==> config.mk <==
export PLATFORM = sky130hd
export DESIGN_NAME = pipe_skid_buffer
export DESIGN_NICKNAME = d
export VERILOG_FILES = /design/src/rtl/pipe_skid_buffer.sv
export SDC_FILE = /design/constraint.sdc
export NUM_CORES = 1
export LEC_CHECK = 0
export BUFFER_PORTS_ARGS = -buffer_cell sky130_fd_sc_hd__buf_2
export CAP_MARGIN = 30
export CORE_MARGIN = 4
export CORE_UTILIZATION = 51
export CTS_CLUSTER_SIZE = 30
export DETAILED_ROUTE_END_ITERATION = 10
export PLACE_DENSITY = 0.77
export SLEW_MARGIN = 10
export SYNTH_ARGS = -nofsm -noshare
export SYNTH_HDL_FRONTEND = slang
export SYNTH_SLANG_ARGS = --single-unit
==> constraint.sdc <==
create_clock -name clk -period 2.5 [get_ports clk]
set_input_delay 0.375 -clock clk [delete_from_list [all_inputs] [get_ports clk]]
set_output_delay 0.375 -clock clk [all_outputs]
set_load 0.005 [all_outputs]
==> src/rtl/pipe_skid_buffer.sv <==
// Two-entry elastic pipeline register with valid/ready handshake and synchronous flush.
// in_ready and out_valid come straight from flops, so no combinational path links the two sides.
module pipe_skid_buffer #(
    parameter int unsigned      WIDTH    = 8,
    parameter logic [WIDTH-1:0] RESETVAL = '0
) (
    input  logic             clk,
    input  logic             reset,
    input  logic             flush,
    input  logic             in_valid,
    output logic             in_ready,
    input  logic [WIDTH-1:0] in_data,
    output logic             out_valid,
    input  logic             out_ready,
    output logic [WIDTH-1:0] out_data,
    output logic [1:0]       count
);

    typedef enum logic [1:0] {
        StEmpty = 2'd0,
        StOne   = 2'd1,
        StFull  = 2'd2
    } state_e;

    state_e           state_q, state_d;
    logic [WIDTH-1:0] main_q, main_d;
    logic [WIDTH-1:0] skid_q, skid_d;
    logic             in_ready_q;
    logic             out_valid_q;
    logic             in_fire;
    logic             out_fire;

    assign in_fire  = in_valid & in_ready_q;
    assign out_fire = out_valid_q & out_ready;

    always_comb begin
        state_d = state_q;
        main_d  = main_q;
        skid_d  = skid_q;
        unique case (state_q)
            StEmpty: begin
                if (in_fire) begin
                    main_d  = in_data;
                    state_d = StOne;
                end
            end
            StOne: begin
                if (in_fire && out_fire) begin
                    main_d = in_data;
                end else if (in_fire) begin
                    skid_d  = in_data;
                    state_d = StFull;
                end else if (out_fire) begin
                    // main keeps its stale value; out_valid masks it
                    state_d = StEmpty;
                end
            end
            StFull: begin
                if (out_fire) begin
                    main_d  = skid_q;
                    state_d = StOne;
                end
            end
            default: state_d = StEmpty;
        endcase
        if (flush) begin
            state_d = StEmpty;
            main_d  = RESETVAL;
            skid_d  = RESETVAL;
        end
    end

    always_ff @(posedge clk) begin
        if (reset) begin
            state_q     <= StEmpty;
            main_q      <= RESETVAL;
            skid_q      <= RESETVAL;
            in_ready_q  <= 1'b1;
            out_valid_q <= 1'b0;
        end else begin
            state_q     <= state_d;
            main_q      <= main_d;
            skid_q      <= skid_d;
            in_ready_q  <= (state_d != StFull);
            out_valid_q <= (state_d != StEmpty);
        end
    end

    assign in_ready  = in_ready_q;
    assign out_valid = out_valid_q;
    assign out_data  = main_q;
    assign count     = state_q;

endmodule
==> impl_metrics.csv, run 1 <==
group,metric,value,unit
setup_path,reg2regPathDepth,3,
pwr,sw_frac_of_total,23.4,%
detailed_routing,vias_per_cell,5.87,
place,place_congestion,0.846,
logic_synthesis,synth_edf_count,0,
detailed_routing,routed_wl,2070,um
setup_path,cp-start-kind,"flop",
job,cap_violations,0,
floorplan,die_x,51.9,um
min_path,hold_start,"in_data[2]",
setup_path,critPathKind,"reg2reg",
sta,layout_min_cycle_time,1690,ps
clock_network,cts_made_buffers,3,
sta,whs,315,ps
logic_synthesis,yosys_most_used_dff,"dfxtp_1",
cells_and_area,fill_cells,168,
sta,hold_violations,0,
logic_synthesis,synth_top_area_share,40.8,%
detailed_routing,wl_per_cell,14.8,um
clock_network,htree_levels,1,
logic_synthesis,ys_types,28,
detailed_routing,vias,822,
logic_synthesis,async_flop_share,0,%
global_routing,grt_pass1_wl,3520,um
clock_network,insertion_delay,310,ps
clock_network,postCtsHoldBufs,0,
sta,slew_headroom,55.0,%
global_routing,gr-usage-all-layers,17.2,%
global_routing,grt-ovfl-total,0,
logic_synthesis,ys_ff_latch,20,
sta,fmax,591,MHz
global_routing,grt_max_degree,21,
cells_and_area,final_area,1120,um2
place,place_area,1070,um2
cells_and_area,final-seq-area,400,um2
logic_synthesis,synthTopCellsByArea,"dfxtp_1, a211oi_2, mux2i_1",
floorplan,dieArea,2690,um2
floorplan,start_util,55.0,%
status,status,"finished, final reports clean",
pwr,p_comb_share,13.0,%
clock_network,post_cts_buffers,0,
min_path,hold_depth,3,
logic_synthesis,synthesis.instances,95,
global_routing,antenna_found_initial,0,
setup_path,path_max_fanout,17,
logic_synthesis,avgSynthCellArea,10.3,um2
floorplan,fp.dieH,51.9,um
pwr,ir_drop,0.385,mV
pwr,power.net_switching,0.162,mW
sta,setup_tns,0,ps
pwr,internal_power,0.529,mW
setup_path,cp_top_family,"simple AND/OR/NAND/NOR gates",
setup_path,reg2reg_to,"in_ready$_SDFF_PP1_",
pwr,p_per_area,614,nW/um2
sta,post-route-period-util,67.7,%
sta,skew,8.52,ps
pwr,power.leakage,0.479,nW
setup_path,crit_path_cell_trace,"and3b_1 > a21boi_1 > or3b_1",
detailed_routing,ant_nets,0,
detailed_routing,drc_errors,0,
cells_and_area,drive_gt1_share,33.9,%
setup_path,cp_slowest_cell,"and3b_1",
cells_and_area,multi_input_area,520,um2
logic_synthesis,ys_warn_count,0,
clock_network,cts.clk_slew.worst_paths,120,ps
clock_network,ctsLongestPathBuffers,2,
setup_path,r2r_start,"count[1]$_SDFF_PP0_",
floorplan,row_count,15,
clock_network,clockRootBuffer,"clkbuf_4",
floorplan,ios,25,
logic_synthesis,synth_top_cell_by_area,"dfxtp_1",
cells_and_area,area_growth,14.7,%
sta,drv_slew,0,
min_path,min_path_type,"in2reg",
global_routing,grt_pass1_vias,791,
floorplan,core-area,1780,um2
sta,rsz0062_at_grt,"no",
min_path,hold_end,"skid_q[2]$_SDFFE_PP0P_",
logic_synthesis,syn_nets,108,
setup_path,rrSetupSlack,810,ps
setup_path,slowest_delay,650,ps
cells_and_area,num_antenna_cells,0,
cells_and_area,final_nets,129,
clock_network,cts_tree,"yes",
clock_network,cts_resized,0,
setup_path,cp_data_arrival_time,1890,ps
setup_path,end_kind,"flop",
logic_synthesis,netlist_area,981,um2
sta,setup_viol,0,
place,port_buffers,24,
clock_network,cts_sinks,20,
detailed_routing,dr.pass1.iters,4,
pwr,clockPowerShare,38.3,%
setup_path,path_buf_inv,0,
setup_path,critPathRequiredTime,2690,ps
logic_synthesis,yosysSeqAreaShare,40.8,%
pwr,power.share.sequential,48.7,%
detailed_routing,drt-initial-drc-count,17,
sta,tightest_slew,675,ps
cell usage after synthesis, types with 2 or more instances:
| library cell | count |
|---|---|
| a211oi_2 | 8 |
| buf_2 | 2 |
| buf_6 | 3 |
| o21ai_1 | 8 |
| nand3_1 | 8 |
| a211oi_1 | 8 |
| nand2_1 | 2 |
| dfxtp_1 | 20 |
| nor3b_1 | 2 |
| a21oi_1 | 9 |
| mux2i_1 | 8 |
kinds of logic after synthesis:
family	after synthesis	share of synthesized area, %
DFF	20	40.8
muxes	8	8.16
buffers and inverters	8	6.12
AOI/OAI and AO/OA	39	32.0
and+or+nand+nor	20	12.9
power by group through the flow:
| stage | logic, mW | clock network, mW | registers, mW |
|---|---|---|---|
| 2_1_floorplan | 0.0651 | 0 | 0.343 |
| 3_3_place_gp | 0.0881 | 0 | 0.343 |
| 3_5_place_dp | 0.0896 | 0 | 0.343 |
| 4_1_cts | 0.0901 | 0.266 | 0.336 |
| 5_1_grt | 0.0986 | 0.275 | 0.338 |
| 6_report | 0.0897 | 0.265 | 0.336 |
stage by stage:
stage / total power [mW] / setup WS (ps) / util [%] / std cells
floorplan: 0.408 / 1220 / - / 95
global placement: 0.431 / 821 / 60.1 / 136
detailed placement: 0.433 / 740 / 60.1 / 136
CTS: 0.693 / 812 / 63.1 / 140
global route: 0.711 / 695 / 63.1 / 140
finish: 0.690 / 808 / 63.1 / 140
layout make-up:
type / count / area share (%)
Clock inverter: 1 / 2.67
Tap cell: 25 / 2.78
Timing Repair Buffer: 24 / 10.7
Clock buffer: 3 / 2.00
Multi-Input combinational cell: 67 / 46.3
Sequential cell: 20 / 35.6
cells in the final DEF, fill, tap and decap left out:
| cell | synthesis | routed |
|---|---|---|
| a21boi_1 | 1 | 1 |
| o21ai_0 | 1 | 1 |
| clkbuf_4 | 0 | 3 |
| o22ai_4 | 1 | 1 |
| or3b_1 | 1 | 1 |
| mux2i_1 | 8 | 8 |
| nand2b_1 | 1 | 1 |
| nand2_1 | 2 | 2 |
| a21oi_1 | 9 | 9 |
| a21o_1 | 1 | 1 |
| nor3b_1 | 2 | 2 |
| buf_2 | 2 | 24 |
| bufinv_16 | 0 | 1 |
| a211oi_2 | 8 | 8 |
| and3b_1 | 1 | 1 |
| a211oi_1 | 8 | 8 |
| o21ai_1 | 8 | 8 |
| nor4bb_1 | 1 | 1 |
| or2_2 | 1 | 1 |
| nand3_1 | 8 | 8 |
| a21boi_4 | 1 | 1 |
| nand3b_1 | 1 | 1 |
| and4b_1 | 1 | 1 |
| dfxtp_1 | 20 | 20 |
| a21bo_1 | 1 | 1 |
| nand4_1 | 1 | 1 |
worst register-to-register path: stages (launching register included):
cell and delay [ps]:
dfxtp_1 380, and3b_1 650, a21boi_1 190, or3b_1 370
worst max path at each step:
stage	startpoint	slack (ps)	end	cells after the start
2_1_floorplan	count[1]$_SDFF_PP0_	1220	out_data[0]$_SDFFE_PP0P_	5
3_3_place_gp	in_valid	820	in_ready$_SDFF_PP1_	4
3_5_place_dp	in_valid	740	in_ready$_SDFF_PP1_	4
4_1_cts	count[1]$_SDFF_PP0_	810	in_ready$_SDFF_PP1_	3
5_1_grt	count[1]$_SDFF_PP0_	700	in_ready$_SDFF_PP1_	3
6_report	count[1]$_SDFF_PP0_	810	in_ready$_SDFF_PP1_	3
metal layers:
metal	share of wire (%)	GRT usage (%)	vias to the layer above	wire length (um)
met5	0	0	-	0
li1	-	-	404	-
met3	4.4	3.44	5	92
met1	44	21.1	391	902
met4	1.5	6.55	0	31
met2	50	29.3	22	1040
registers in the layout, indices dropped and copies added (netlist names):
name / cells
out_valid: 1
out_data: 8
skid_q: 8
count: 2
in_ready: 1
No activity file was read; power rests on OpenSTA's default activity.
==> run 2: changes to the inputs <==
--- a/config.mk
+++ b/config.mk
@@ -5,13 +5,14 @@
 export SDC_FILE = /design/constraint.sdc
 export NUM_CORES = 1
 export LEC_CHECK = 0
+export ABC_AREA = 1
 export BUFFER_PORTS_ARGS = -buffer_cell sky130_fd_sc_hd__buf_2
 export CAP_MARGIN = 30
 export CORE_MARGIN = 4
-export CORE_UTILIZATION = 51
+export CORE_UTILIZATION = 50
 export CTS_CLUSTER_SIZE = 30
 export DETAILED_ROUTE_END_ITERATION = 10
-export PLACE_DENSITY = 0.77
+export PLACE_DENSITY = 0.76
 export SLEW_MARGIN = 10
 export SYNTH_ARGS = -nofsm -noshare
 export SYNTH_HDL_FRONTEND = slang
==> constraint.sdc (replaced) <==
create_clock -name clk -period 1.7 [get_ports clk]
set_input_delay 0.255 -clock clk [delete_from_list [all_inputs] [get_ports clk]]
set_output_delay 0.255 -clock clk [all_outputs]
set_load 0.005 [all_outputs]
==> impl_metrics.csv, run 2 <==
group,metric,value,unit
status,status,"finished, final reports clean",
setup_path,path_max_fanout,16,
pwr,power.net_switching,0.234,mW
pwr,p_comb_share,12.1,%
floorplan,core-area,1750,um2
sta,hold_violations,0,
floorplan,start_util,53.6,%
logic_synthesis,async_flop_share,0,%
global_routing,gr-usage-all-layers,17.0,%
clock_network,cts.clk_slew.worst_paths,120,ps
detailed_routing,drt-initial-drc-count,19,
sta,slew_headroom,77.2,%
detailed_routing,ant_nets,0,
cells_and_area,final_nets,184,
sta,setup_tns,0,ps
setup_path,critPathKind,"reg2reg",
logic_synthesis,yosys_most_used_dff,"dfxtp_1",
place,hpwl,1340,um
cells_and_area,drive_gt1_share,21.2,%
global_routing,grt-ovfl-total,0,
cells_and_area,final-seq-area,400,um2
pwr,power,1.01,mW
logic_synthesis,synthTopCellsByArea,"dfxtp_1, nand2_1, nor2_1",
detailed_routing,vias,879,
cells_and_area,multi_input_area,419,um2
pwr,power.leakage,0.627,nW
sta,skew,7.35,ps
sta,rsz0062_at_grt,"no",
logic_synthesis,synth_top_area_share,42.8,%
place,place_congestion,0.752,
logic_synthesis,synthesis.instances,145,
global_routing,grt_pass1_wl,3360,um
place,port_buffers,24,
clock_network,htree_levels,1,
sta,layout_min_cycle_time,1190,ps
sta,setup_ws,509,ps
cells_and_area,layout_commonest_cell,"nand2_1",
detailed_routing,wl_per_cell,9.88,um
setup_path,cp-start-kind,"flop",
detailed_routing,drc_errors,0,
detailed_routing,dr.pass1.iters,4,
logic_synthesis,syn_nets,158,
floorplan,dieArea,2630,um2
pwr,sw_frac_of_total,23.2,%
floorplan,fp.dieH,51.3,um
logic_synthesis,synthTopCellsByCount,"nand2_1, nor2_1, dfxtp_1",
logic_synthesis,ys_types,15,
clock_network,cts_sinks,20,
cells_and_area,layout_common_cells,"nand2_1, nor2_1, buf_2",
clock_network,post_cts_buffers,0,
pwr,clockPowerShare,38.8,%
sta,fmax,840,MHz
logic_synthesis,synth_top_cell_by_area,"dfxtp_1",
setup_path,cp_data_arrival_time,1400,ps
min_path,hold_start,"in_data[0]",
logic_synthesis,ys_ff_latch,20,
pwr,internal_power,0.772,mW
sta,whs,178,ps
min_path,min_path_type,"in2reg",
logic_synthesis,netlist_area,936,um2
clock_network,cts_made_buffers,3,
logic_synthesis,synth.most_common_cell,"nand2_1",
clock_network,cts_tree,"yes",
place,dp_worst_setup_slack,530,ps
floorplan,row_count,15,
min_path,hold_depth,3,
global_routing,grt_max_degree,18,
setup_path,crit_path_start,"count[1]$_SDFF_PP0_",
detailed_routing,routed_wl,1930,um
clock_network,insertion_delay,310,ps
clock_network,postCtsHoldBufs,0,
global_routing,grt_pass1_vias,802,
logic_synthesis,ys_warn_count,0,
setup_path,end_kind,"flop",
pwr,ir_drop,0.681,mV
setup_path,reg2regPathDepth,7,
clock_network,cts_resized,0,
sta,tightest_slew,338,ps
floorplan,die_x,51.3,um
detailed_routing,vias_per_cell,4.51,
pwr,power.share.sequential,49.1,%
pwr,p_per_area,909,nW/um2
sta,setup_viol,0,
sta,post-route-period-util,70.0,%
clock_network,clockRootBuffer,"clkbuf_4",
sta,drv_slew,0,
setup_path,r2r_start,"count[1]$_SDFF_PP0_",
logic_synthesis,yosysSeqAreaShare,42.8,%
cells_and_area,area_growth,18.2,%
logic_synthesis,avgSynthCellArea,6.45,um2
cells_and_area,fill_cells,180,
global_routing,antenna_found_initial,0,
job,cap_violations,0,
cells_and_area,num_antenna_cells,0,
floorplan,ios,25,
setup_path,critPathRequiredTime,1910,ps
logic_synthesis,synth_edf_count,0,
clock_network,ctsLongestPathBuffers,2,
==> run 2: cell count changes in the layout (fill, tap and decap cells not counted), sizes merged, moves of 2 or more <==
cell	delta
nand2	+51
nor2	+34
inv	+20
a211oi	-16
a21oi	-8
mux2i	-8
nand3	-5
a21boi	-2
nor3b	-2
==> run 2: path summary, 6_finish.rpt <==
path                                  to  slack, ps
setup / recovery  skid_q[4]$_SDFFE_PP0P_        510
hold reg to reg   skid_q[0]$_SDFFE_PP0P_        520
hold / removal    skid_q[0]$_SDFFE_PP0P_        180
setup reg to reg  skid_q[4]$_SDFFE_PP0P_        510
==> run 2: critical path, cell delays in order, from the launching register on <==
cell	delay [ps]
dfxtp_1	440
inv_2	90
nand2_1	90
nor2_2	50
nand2_2	230
nand2_1	90
nand2_1	70
nor2_1	40
==> run 2: area by class of cell <==
type | instances | share of cell area, %
clock inverters | 1 | 2.71
multi-input cells | 101 | 37.9
repair buffers | 25 | 11.5
flip-flops and latches | 20 | 36.2
inverters | 20 | 6.79
clock buffers | 3 | 2.04
well taps | 25 | 2.83
==> run 2: cell families after synthesis <==
kind of cell | count (synthesis) | share of synthesized area [%]
AO/OA/AOI/OAI | 10 | 5.35
buffers and inverters | 24 | 12.4
flip-flops | 20 | 42.8
AND/OR/NAND/NOR | 91 | 39.4
==> run 2: power by group through the flow <==
| stage | Combinational (mW) | Sequential [mW] | Clock [mW] |
|---|---|---|---|
| global route | 0.140 | 0.496 | 0.427 |
| detailed placement | 0.120 | 0.504 | 0 |
| floorplan | 0.0827 | 0.505 | 0 |
| CTS | 0.122 | 0.494 | 0.403 |
| global placement | 0.118 | 0.503 | 0 |
| finish | 0.122 | 0.494 | 0.390 |
==> run 2: per-stage QoR <==
| stage | instances | utilization, % | cell area, um2 |
|---|---|---|---|
| global route | 195 | 63.4 | 1110 |
| detailed placement | 191 | 60.4 | 1050 |
| CTS | 195 | 63.4 | 1110 |
| finish | 195 | 63.4 | 1110 |
| global placement | 191 | 60.4 | 1050 |
| floorplan | 145 | - | 936 |
==> run 2: layer usage <==
| metal | wire [um] | GRT usage, % | up-vias | share of wire (%) |
|---|---|---|---|---|
| li1 | - | - | 477 | - |
| met1 | 913 | 21.1 | 376 | 47 |
| met2 | 878 | 28.8 | 22 | 46 |
| met3 | 98 | 2.62 | 4 | 5.1 |
| met4 | 37 | 7.86 | 0 | 1.9 |
| met5 | 0 | 0 | - | 0 |
==> run 3: changes to the inputs <==
--- a/config.mk
+++ b/config.mk
@@ -5,14 +5,14 @@
 export SDC_FILE = /design/constraint.sdc
 export NUM_CORES = 1
 export LEC_CHECK = 0
-export ABC_AREA = 1
+export ABC_AREA = 0
 export BUFFER_PORTS_ARGS = -buffer_cell sky130_fd_sc_hd__buf_2
 export CAP_MARGIN = 30
 export CORE_MARGIN = 4
-export CORE_UTILIZATION = 50
+export CORE_UTILIZATION = 51
 export CTS_CLUSTER_SIZE = 30
 export DETAILED_ROUTE_END_ITERATION = 10
-export PLACE_DENSITY = 0.76
+export PLACE_DENSITY = 0.77
 export SLEW_MARGIN = 10
 export SYNTH_ARGS = -nofsm -noshare
 export SYNTH_HDL_FRONTEND = slang
==> constraint.sdc (replaced) <==
create_clock -name clk -period 1.2 [get_ports clk]
set_input_delay 0.18 -clock clk [delete_from_list [all_inputs] [get_ports clk]]
set_output_delay 0.18 -clock clk [all_outputs]
set_load 0.005 [all_outputs]
==> impl_metrics.csv, run 3 (synthesized netlist as in run 1, its figures left out) <==
group,metric,value,unit
sta,drv_slew,0,
pwr,p_comb_share,19.1,%
place,hpwl,1760,um
pwr,power.net_switching,0.392,mW
clock_network,cts_made_buffers,3,
setup_path,slowest_delay,400,ps
clock_network,ctsLongestPathBuffers,2,
sta,setup_ws,-51.0,ps
cells_and_area,layout_common_cells,"buf_2, dfxtp_1, buf_4",
sta,tightest_slew,372,ps
global_routing,antenna_found_initial,0,
global_routing,grt_util_met3,3.15,%
pwr,power,1.56,mW
setup_path,critPathRequiredTime,1390,ps
status,violations,"negative setup slack",
cells_and_area,area_growth,47.7,%
setup_path,cp_slowest_cell,"dfxtp_4",
global_routing,gr-usage-all-layers,20.8,%
clock_network,cts_tree,"yes",
sta,hold_violations,0,
sta,slew_headroom,75.2,%
cells_and_area,layout_commonest_cell,"buf_2",
floorplan,ios,25,
min_path,hold_end,"skid_q[1]$_SDFFE_PP0P_",
setup_path,cp_data_arrival_time,1440,ps
global_routing,grt_pass1_vias,873,
floorplan,die_x,51.9,um
detailed_routing,vias_per_cell,6.08,
global_routing,grtUsageMet1,26.9,%
setup_path,path_max_fanout,8,
detailed_routing,wl_per_cell,19.2,um
detailed_routing,drc_errors,0,
detailed_routing,routed_wl,3060,um
setup_path,cp-start-kind,"flop",
place,place_congestion,0.831,
status,status,"complete, but fails checks",
setup_path,crit_path_cell_trace,"and3b_2 > buf_6 > a211oi_2 > a211oi_2",
job,cap_violations,0,
global_routing,grt_max_degree,15,
setup_path,end_kind,"flop",
sta,skew,1.89,ps
place,dp_worst_setup_slack,-84.7,ps
cells_and_area,drive_gt1_share,63.0,%
detailed_routing,drt-initial-drc-count,38,
sta,whs,137,ps
detailed_routing,ant_nets,0,
global_routing,grt-ovfl-total,0,
setup_path,reg2regPathDepth,4,
cells_and_area,final_nets,149,
floorplan,dieArea,2690,um2
place,dpl.cell_count,153,
global_routing,grt-busiest-layer,"met2",
sta,layout_min_cycle_time,1250,ps
pwr,power.leakage,0.589,nW
clock_network,htree_levels,1,
min_path,hold_start,"in_data[1]",
pwr,internal_power,1.16,mW
floorplan,row_count,15,
setup_path,r2r_start,"count[1]$_SDFF_PP0_",
setup_path,path_buf_inv,1,
pwr,p_per_area,1070,nW/um2
detailed_routing,dr.pass1.iters,5,
sta,post-route-period-util,104,%
pwr,ir_drop,0.770,mV
clock_network,cts_sinks,20,
sta,rsz0062_at_grt,"yes",
clock_network,postCtsHoldBufs,0,
pwr,power.share.sequential,45.1,%
min_path,min_path_type,"in2reg",
cells_and_area,finalCoreUtilization,81.3,%
pwr,sw_frac_of_total,25.2,%
place,port_buffers,24,
setup_path,rrSetupSlack,-50,ps
floorplan,fp.dieH,51.9,um
clock_network,clockRootBuffer,"clkbuf_4",
global_routing,grt_use_met2,33.9,%
global_routing,grt_pass1_wl,4150,um
cells_and_area,final-instance-count-excl-fill,160,
floorplan,core-area,1780,um2
setup_path,cp_top_family,"flip-flops",
floorplan,start_util,55.0,%
setup_path,reg2reg_to,"out_data[4]$_SDFFE_PP0P_",
min_path,hold_depth,3,
cells_and_area,num_antenna_cells,0,
setup_path,critPathKind,"reg2reg",
clock_network,insertion_delay,310,ps
sta,setup_viol,10,
setup_path,crit_path_frequent_cell,"a211oi_2",
detailed_routing,vias,972,
pwr,clockPowerShare,35.8,%
sta,fmax,799,MHz
clock_network,cts.clk_slew.worst_paths,110,ps
run 3: worst register-to-register path: cells and delay by family (launching register included):
family	cells	cell delay (ps)
AO/OA/AOI/OAI	2	340
buffers and inverters	1	150
flip-flops	1	400
AND/OR/NAND/NOR	1	250
run 3: worst max path at each step:
stage,from,endpoint,slack (ps),depth (start not counted)
floorplan,count[1]$_SDFF_PP0_,out_data[0]$_SDFFE_PP0P_,-10,5
global placement,count[1]$_SDFF_PP0_,out_data[7]$_SDFFE_PP0P_,-20,4
detailed placement,count[0]$_SDFF_PP0_,out_data[7]$_SDFFE_PP0P_,-80,4
CTS,count[0]$_SDFF_PP0_,out_data[7]$_SDFFE_PP0P_,-20,4
global route,count[1]$_SDFF_PP0_,out_data[4]$_SDFFE_PP0P_,-90,4
finish,count[1]$_SDFF_PP0_,out_data[4]$_SDFFE_PP0P_,-50,4
run 3: power by group through the flow:
| stage | registers [mW] | clock network, mW | logic, mW |
|---|---|---|---|
| 2_1_floorplan | 0.714 | 0 | 0.137 |
| 5_1_grt | 0.704 | 0.596 | 0.317 |
| 6_report | 0.702 | 0.557 | 0.298 |
| 3_5_place_dp | 0.711 | 0 | 0.228 |
| 3_3_place_gp | 0.710 | 0 | 0.220 |
| 4_1_cts | 0.698 | 0.558 | 0.246 |
run 3: through the flow:
step / instance area, um2 / TNS [ps]
3_5_place_dp: 1200 / -495
5_1_grt: 1450 / -930
3_3_place_gp: 1200 / -99.7
6_report: 1450 / -280
2_1_floorplan: 988 / -25.6
4_1_cts: 1300 / -54.1
run 3: cell type report:
cell class / instances / area (um2)
multi-input cells: 68 / 664
flip-flops and latches: 20 / 412
fillers: 113 / 334
repair buffers: 43 / 289
well taps: 25 / 31.3
clock inverters: 1 / 30.0
clock buffers: 3 / 22.5
run 3: per-layer routing:
metal / share of wire (%) / vias up
met3: 6.1 / 11
met1: 40 / 461
li1: - / 444
met5: 0 / -
met2: 51 / 56
met4: 3.2 / 0
run 3: what timing repair did:
action                                 in CTS  in global routing
endpoints found under the hold margin       0                  0
gates cloned                                0                  1
buffers inserted                            1                  1
setup endpoints to repair                  15                 18
pin swaps                                   0                 20
gates resized for setup                     9                 30
